[src/rtl/wormhole_output_allocator.sv]
// Per-output wormhole allocator: round-robin arbitration, head-to-tail lock, credit flow control.
// Optional lock watchdog is enabled by defining ALLOC_TIMEOUT_EN.
module wormhole_output_allocator #(
  parameter int NUM_IN         = 5,
  parameter int MAX_CREDITS    = 4,
  parameter int CNT_W          = 3,
  parameter int TIMEOUT_CYCLES = 16
) (
  input  logic              clk,
  input  logic              rst,
  input  logic [NUM_IN-1:0] req,
  input  logic [NUM_IN-1:0] tail,
  input  logic              credit_in,
  output logic [NUM_IN-1:0] grant,
  output logic [NUM_IN-1:0] xbar_sel,
  output logic              valid_out,
  output logic [CNT_W-1:0]  credit_cnt,
  output logic              busy,
  output logic              credit_err,
  output logic              timeout
);

  localparam int IDX_W = (NUM_IN > 1) ? $clog2(NUM_IN) : 1;

  if (TIMEOUT_CYCLES < 1 || (1 << CNT_W) <= MAX_CREDITS) begin : g_bad_cfg
    $error("wormhole_output_allocator: CNT_W cannot hold MAX_CREDITS or TIMEOUT_CYCLES < 1");
  end

  typedef enum logic {IDLE, LOCKED} state_e;

  state_e            state_q, state_d;
  logic [IDX_W-1:0]  owner_q, owner_d;
  logic [IDX_W-1:0]  rr_ptr_q, rr_ptr_d;
  logic [NUM_IN-1:0] xbar_sel_q, xbar_sel_d;
  logic [CNT_W-1:0]  credit_cnt_q, credit_cnt_d;
  logic              credit_err_q, credit_err_d;

  logic              arb_found;
  logic [IDX_W-1:0]  arb_winner;
  logic [IDX_W-1:0]  cand;
  logic              owner_req;
  logic              tail_xfer;
  logic              wd_release;

  // Scan starts at rr_ptr and wraps, so the last owner gets lowest priority.
  // NOTE: every always_comb output gets a default first, so no path leaves a latch.
  always_comb begin
    arb_found  = 1'b0;
    arb_winner = rr_ptr_q;
    cand       = '0;
    for (int k = 0; k < NUM_IN; k++) begin
      cand = IDX_W'((int'(rr_ptr_q) + k) % NUM_IN);
      if (!arb_found && req[cand]) begin
        arb_found  = 1'b1;
        arb_winner = cand;
      end
    end
  end

  assign owner_req = |(xbar_sel_q & req);
  assign grant     = (state_q == LOCKED && credit_cnt_q != '0) ? (xbar_sel_q & req) : '0;
  assign valid_out = |grant;
  assign tail_xfer = |(grant & tail);

  always_comb begin
    state_d    = state_q;
    owner_d    = owner_q;
    rr_ptr_d   = rr_ptr_q;
    xbar_sel_d = xbar_sel_q;
    case (state_q)
      IDLE: begin
        if (arb_found) begin
          state_d    = LOCKED;
          owner_d    = arb_winner;
          xbar_sel_d = NUM_IN'(1) << arb_winner;
        end
      end
      LOCKED: begin
        if (tail_xfer) begin
          state_d    = IDLE;
          xbar_sel_d = '0;
          rr_ptr_d   = (owner_q == IDX_W'(NUM_IN - 1)) ? '0 : owner_q + IDX_W'(1);
        end else if (wd_release) begin
          state_d    = IDLE;
          xbar_sel_d = '0;
        end
      end
      default: state_d = IDLE;
    endcase
  end

  // A send and a returned credit in the same cycle cancel out.
  always_comb begin
    credit_cnt_d = credit_cnt_q;
    credit_err_d = credit_err_q;
    if (valid_out && !credit_in) begin
      credit_cnt_d = credit_cnt_q - CNT_W'(1);
    end else if (!valid_out && credit_in) begin
      if (credit_cnt_q == CNT_W'(MAX_CREDITS)) credit_err_d = 1'b1;
      else                                     credit_cnt_d = credit_cnt_q + CNT_W'(1);
    end
  end

  // NOTE: state registers use non-blocking assignments so all flops update together.
  always_ff @(posedge clk) begin
    if (rst) begin
      state_q      <= IDLE;
      owner_q      <= '0;
      rr_ptr_q     <= '0;
      xbar_sel_q   <= '0;
      credit_cnt_q <= CNT_W'(MAX_CREDITS);
      credit_err_q <= 1'b0;
    end else begin
      state_q      <= state_d;
      owner_q      <= owner_d;
      rr_ptr_q     <= rr_ptr_d;
      xbar_sel_q   <= xbar_sel_d;
      credit_cnt_q <= credit_cnt_d;
      credit_err_q <= credit_err_d;
    end
  end

`ifdef ALLOC_TIMEOUT_EN
  localparam int WD_W = $clog2(TIMEOUT_CYCLES + 1);

  logic [WD_W-1:0] wd_cnt_q, wd_cnt_d;
  logic            timeout_q;

  // Only idle-owner cycles count; a credit stall with req high restarts the count.
  always_comb begin
    wd_cnt_d   = '0;
    wd_release = 1'b0;
    if (state_q == LOCKED && !owner_req) begin
      if (wd_cnt_q == WD_W'(TIMEOUT_CYCLES - 1)) wd_release = 1'b1;
      else                                       wd_cnt_d   = wd_cnt_q + WD_W'(1);
    end
  end

  always_ff @(posedge clk) begin
    if (rst) begin
      wd_cnt_q  <= '0;
      timeout_q <= 1'b0;
    end else begin
      wd_cnt_q  <= wd_cnt_d;
      timeout_q <= wd_release;
    end
  end

  assign timeout = timeout_q;
`else
  assign wd_release = 1'b0;
  assign timeout    = 1'b0;
`endif

  assign xbar_sel   = xbar_sel_q;
  assign busy       = (state_q == LOCKED);
  assign credit_cnt = credit_cnt_q;
  assign credit_err = credit_err_q;

endmodule

[config.mk]
export PLATFORM = sky130hd
export DESIGN_NAME = wormhole_output_allocator
export DESIGN_NICKNAME = d
export VERILOG_FILES = /design/src/rtl/wormhole_output_allocator.sv
export SDC_FILE = /design/constraint.sdc
export NUM_CORES = 1
export LEC_CHECK = 0
export CAP_MARGIN = 15
export CORE_MARGIN = 2
export CORE_UTILIZATION = 52
export DETAILED_ROUTE_END_ITERATION = 8
export PLACE_DENSITY_LB_ADDON = 0.12
export SLEW_MARGIN = 20
export SYNTH_ARGS = -nofsm -noshare
export SYNTH_HDL_FRONTEND = slang
export SYNTH_SLANG_ARGS = --single-unit
[constraint.sdc]
create_clock -name clk -period 5.2 [get_ports clk]
set_input_delay 1.04 -clock clk [delete_from_list [all_inputs] [get_ports clk]]
set_output_delay 1.04 -clock clk [all_outputs]
set_load 0.03 [all_outputs]
* Yosys cells after proc, flatten, opt, wreduce, memory -nomap -nowiden
Index checks and enable logic that the tools add are counted.
** Storage, ports and cells
- Latch bits :: 0
- Bits in read-only memories :: 0
- Memories kept :: 0
- Register bits :: 16
- Memory bits (writable) :: 0
- Word-level logic and storage cells :: 86
** Operators by class
- Eq/ne operators :: 5
- $mul :: 0
- $add $sub $neg :: 7
- Order comparisons :: 5
- Multiplexer cells :: 31
- Divide/modulo/power cells :: 5
- Shifts and indexed selects :: 1
- Reductions and logical operators :: 22
- Bitwise logic cells :: 4
** Operators with widths (number)
- 32-bit by 4-bit modulo with 32-bit output, second input constant :: 4
- 4-bit by 4-bit modulo with 32-bit output, second input constant :: 1
- 3-bit 2-to-1 mux :: 9
- 3-bit by 4-bit < comparator with 1-bit output, second input constant :: 5
- 1-bit binary-select mux with 3-bit select :: 5
- 5-bit 2-to-1 mux :: 3
- 1-bit 2-to-1 mux :: 12
- 5-bit bitwise AND :: 2
- 5-bit one-hot mux with 2 select lines :: 1
- 5-bit OR reduction :: 2
- 3-bit by 2-bit adder with 4-bit output, second input constant :: 2
- 2-bit AND reduction :: 4
- 1-bit logical AND :: 7
- 3-bit by 1-bit adder with 3-bit output, second input constant :: 2
- 3-bit equality test, second input constant :: 2
- 1-bit zero test :: 6
- 1-bit by 3-bit << shifter with 5-bit output, first input constant :: 1
- 3-bit by 1-bit adder with 4-bit output, second input constant :: 1
- 3-bit by 3-bit adder with 4-bit output, second input constant :: 1
- 2-bit inequality test, second input constant :: 2
- 3-bit AND reduction :: 1
- 3-bit nonzero test :: 1
- 3-bit by 1-bit subtractor with 3-bit output, second input constant :: 1
- 2-bit by 1-bit inequality test with 1-bit output, second input constant :: 1
- other kinds (3) :: 4

* Logic depth before layout (Yosys ltp)
- Depth in word-level cells :: 19
- Gate-level depth with buffers :: 22
- Mapped depth without buffers :: 19

* Worst setup path before layout
No wires, ideal clock.
- Path type :: register to register
- From :: reg rr_ptr_q[0]
- To :: reg xbar_sel_q[0], in the netlist xbar_sel[0]
- Library setup time :: 117 ps
- Arrival :: 4719 ps
- Path slack :: 364 ps
- Stages on the path, launching flop included :: 23
- Clock period less this slack :: 4836 ps
- Data required time :: 5083 ps
- Cell sequence :: dfxtp_1 -> buf_2 -> buf_2 -> buf_2 -> inv_1 -> ha_1 -> buf_2 -> inv_1 -> ha_1 -> or3b_2 -> o22ai_1 -> or2_2 -> ha_1 -> inv_1 -> o22ai_1 -> o21ai_2 -> a221o_1 -> o2bb2ai_2 -> nor4_1 -> a211o_1 -> a22oi_1 -> inv_1 -> a32o_1
** On the way
- Word-level cells in the longest chain between the ends :: 19
- Elaborated cells between the ends (all ways) :: 42
** Ends and longest elaborated chain
- start, declared :: line 33 : logic [IDX_W-1:0] rr_ptr_q, rr_ptr_d;
- start signal, assigned :: line 116 : rr_ptr_q <= rr_ptr_d;
- branches (longest 19 deep; another with 32-bit by 4-bit modulo with 32-bit output)
- end signal, assigned :: line 117 : xbar_sel_q <= xbar_sel_d;
- end, declared :: line 34 : logic [NUM_IN-1:0] xbar_sel_q, xbar_sel_d;
Parallel ways; which one is timed is not known. The select of a mux whose other input is x is not followed.
A chain may end at the register's enable or synchronous reset.

* Final worst setup path
- From :: reg rr_ptr_q[1]
- To :: reg xbar_sel_q[1], in the netlist xbar_sel[1]
The elaborated chain is that of the path after synthesis.

==> flow_summary.toml <==
[status]
status = "finished, final reports clean"

[sta]
rsz0062_at_grt = "false"
fin_ws_ps = 408
min_period_ps = 4790
setup_tns_ps = 0
tightestPinTransition_ps = 570
slew_headroom_pct = 61.9
report.final.setup_viol = 0
hold_violations = 0
fin_skew_ps = 2.26
fmax_ghz = 0.209
report.final.slew_viol_count = 0
period_share_pct = 92.1

[power_and_ir_drop]
seq_power_share_pct = 18.8
internal_power_mw = 0.451
p_clk_share_pct = 13.4
p_leak_nw = 1.16
pwr-share-comb_pct = 67.8
ir_worst_vdd_uv = 196
switchingPower_mw = 0.387
power.density_nw_per_um2 = 297
power_mw = 0.837
p_sw_share_pct = 46.2

[synthesis]
postSynthCellCount = 308
async_reset_ff_share_pct = 0
synthTopCellsByArea = "dfxtp_1, ha_1, mux2i_1, inv_1, nor2_1"
ys_warn_count = 0
ys_seq_area_share_pct = 13.2
syn_area_per_cell_um2 = 7.86
synth_cell_types = 75
synth_edf_count = 0
synth-main-ff-cell = "dfxtp_1"
synth_top_area_cell = "dfxtp_1"
syn-num-nets = 347
synth_top_area_share_pct = 13.2
ys_ff_latch = 16
netlist_area_um2 = 2420

[clocking]
cts_hold_buf = 0
cts_resized = 0
post_cts_buffers = 0
insertion_delay_ps = 260
cts_made_buffers = 3
cts.clk_slew.worst_paths_ps = 60
h-tree-depth = 1
clockBufferDepth = 2
cts_tree = "yes"
cts.sinks = 16
cts_root_buf = "clkbuf_8"

[routing]
routed_wl_mm = 6.24
drtIter0Drc = 153
firstDrtPassIters = 4
drc = 0
avgRoutedWirePerCell_um = 16.0
vias = 2356
viasPerCell = 6.06
drtAntennaViolNets = 0

[placed_design]
pre_cts_ws_ps = 412
gp_congestion = 0.905
placed_cells = 385
dp_hpwl_mm = 4.81
io_buffers = 28

[critical_path]
critPathMaxFanout = 10
worstPathRequired_ps = 5350
cp_top_family = "compound AO/OA/AOI/OAI gates"
critPathMaxStageDelay_ps = 530
cpMostUsedCell = "ha_1"
slowest_stage = "dfxtp_1"
crit_buf_inv = 2
critPathLaunchType = "flop"
critPathKind = "flop to flop"
critical_path_arrival_ps = 4950
cp_cell_sequence = "inv_1 > buf_4 > ha_1 > o21ai_1 > nand2_1 > xnor2_1 > ha_1 > fa_1 > a21boi_1 > nand3_1 > xnor2_2 > mux2i_1 > o221ai_1 > a2111o_1 > a221o_1 > nand3_2 > o211ai_2 > o32ai_1"
critPathCaptureType = "flop"

[layout]
drive_gt1_share_pct = 10.4
final_util_pct = 63.9
final_nets = 377
stdcell_count = 389
antenna_cells = 0
area.growth.synth_to_final_pct = 16.6

[floorplanning]
num_rows = 24
top_level_ports = 30
initial_core_util_pct = 54.8
die-area_um2 = 5220
fp.dieH_um = 72.2
core-area_um2 = 4410
die_w_um = 72.2

[grt]
grt_remaining_overflow = 0
antenna_found_initial = 0
grt_pass1_vias = 2278
grt_usage_pct = 25.1
grt_max_degree = 35
grt_pass1_wl_mm = 10.5

[worst_hold_path]
hp-class = "flop to flop"

[job]
maxCapViolations = 0
[cell families after synthesis]
group                    count (synthesis)  share of synthesized area, %
AND/OR/NAND/NOR                        112                          25.4
AO/OA/AOI/OAI                           85                          26.8
buffers and inverters                   37                          6.62
adder cells (fa/ha/maj)                 26                          14.1
multiplexers                            21                          9.77
flip-flops                              16                          13.2
XOR/XNOR                                10                          3.93
other                                    1                         0.155
[final timing paths]
path,cells after the start,slack [ps],endpoint,startpoint
setup / recovery,18,410,xbar_sel[1],rr_ptr_q[1]
hold / removal,2,470,credit_err,credit_err
setup reg to reg,18,410,xbar_sel[1],rr_ptr_q[1]
hold reg to reg,2,470,credit_err,credit_err
[metal layers]
| layer | track usage (%) | share of wire (%) | routed length [µm] | vias up |
|---|---|---|---|---|
| li1 | - | - | - | 1208 |
| met1 | 31.6 | 46 | 2860 | 1070 |
| met2 | 44.2 | 48 | 3010 | 69 |
| met3 | 2.64 | 4.4 | 276 | 9 |
| met4 | 9.01 | 1.5 | 93 | 0 |
| met5 | 0 | 0 | 0 | - |
[per-stage QoR]
stage / cell area, µm² / hold WS, ps
after global placement: 2760 / 463
after CTS: 2810 / 479
after global routing: 2820 / 509
after floorplan: 2420 / 473
after detailed placement: 2760 / 461
final: 2820 / 475
[state kept, by name, indices dropped and copies added (netlist names)]
signal	count
credit_err	1
credit_cnt	3
busy	1
xbar_sel	5
owner_q	3
rr_ptr_q	3
[cell usage after synthesis (all sizes together), types with 7 or more instances]
library cell and instances:
nor2 23, nand3 9, buf 8, inv 27
xnor2 8, a21oi 14, dfxtp 16, o21ai 10
nor2b 9, and3 7, nand2b 9, nor3 7
mux2i 15, nand2 20, ha 24
[layout by cell type, fill, tap and decap left out, types with 9 or more instances in the layout]
cell,count
nor2b_1,9
inv_1,25
nand2_1,20
dfxtp_1,16
mux2i_1,15
a21oi_1,12
ha_1,24
nor2_1,22
clkdlybuf4s50_1,28
nand2b_1,9
[worst min-delay path, stage by stage (launching register included)]
cell	delay [ps]
dfxtp_1	330
a31oi_1	50
nor2_1	70
[power by group through the flow]
stage | clock (mW) | sequential [mW] | combinational (mW)
after floorplan | 0 | 0.184 | 0.397
after global placement | 0 | 0.160 | 0.555
after detailed placement | 0 | 0.160 | 0.557
after CTS | 0.115 | 0.157 | 0.561
after global routing | 0.117 | 0.160 | 0.624
final | 0.112 | 0.158 | 0.567
[cell type report]
cell class	count	area, µm²
clock buffer	4	55.1
fill	398	1590
timing repair buffer	35	333
inverter	27	101
tap	52	65.1
multi-input combinational	255	1950
sequential	16	320
(Power assumes the default switching activity.)
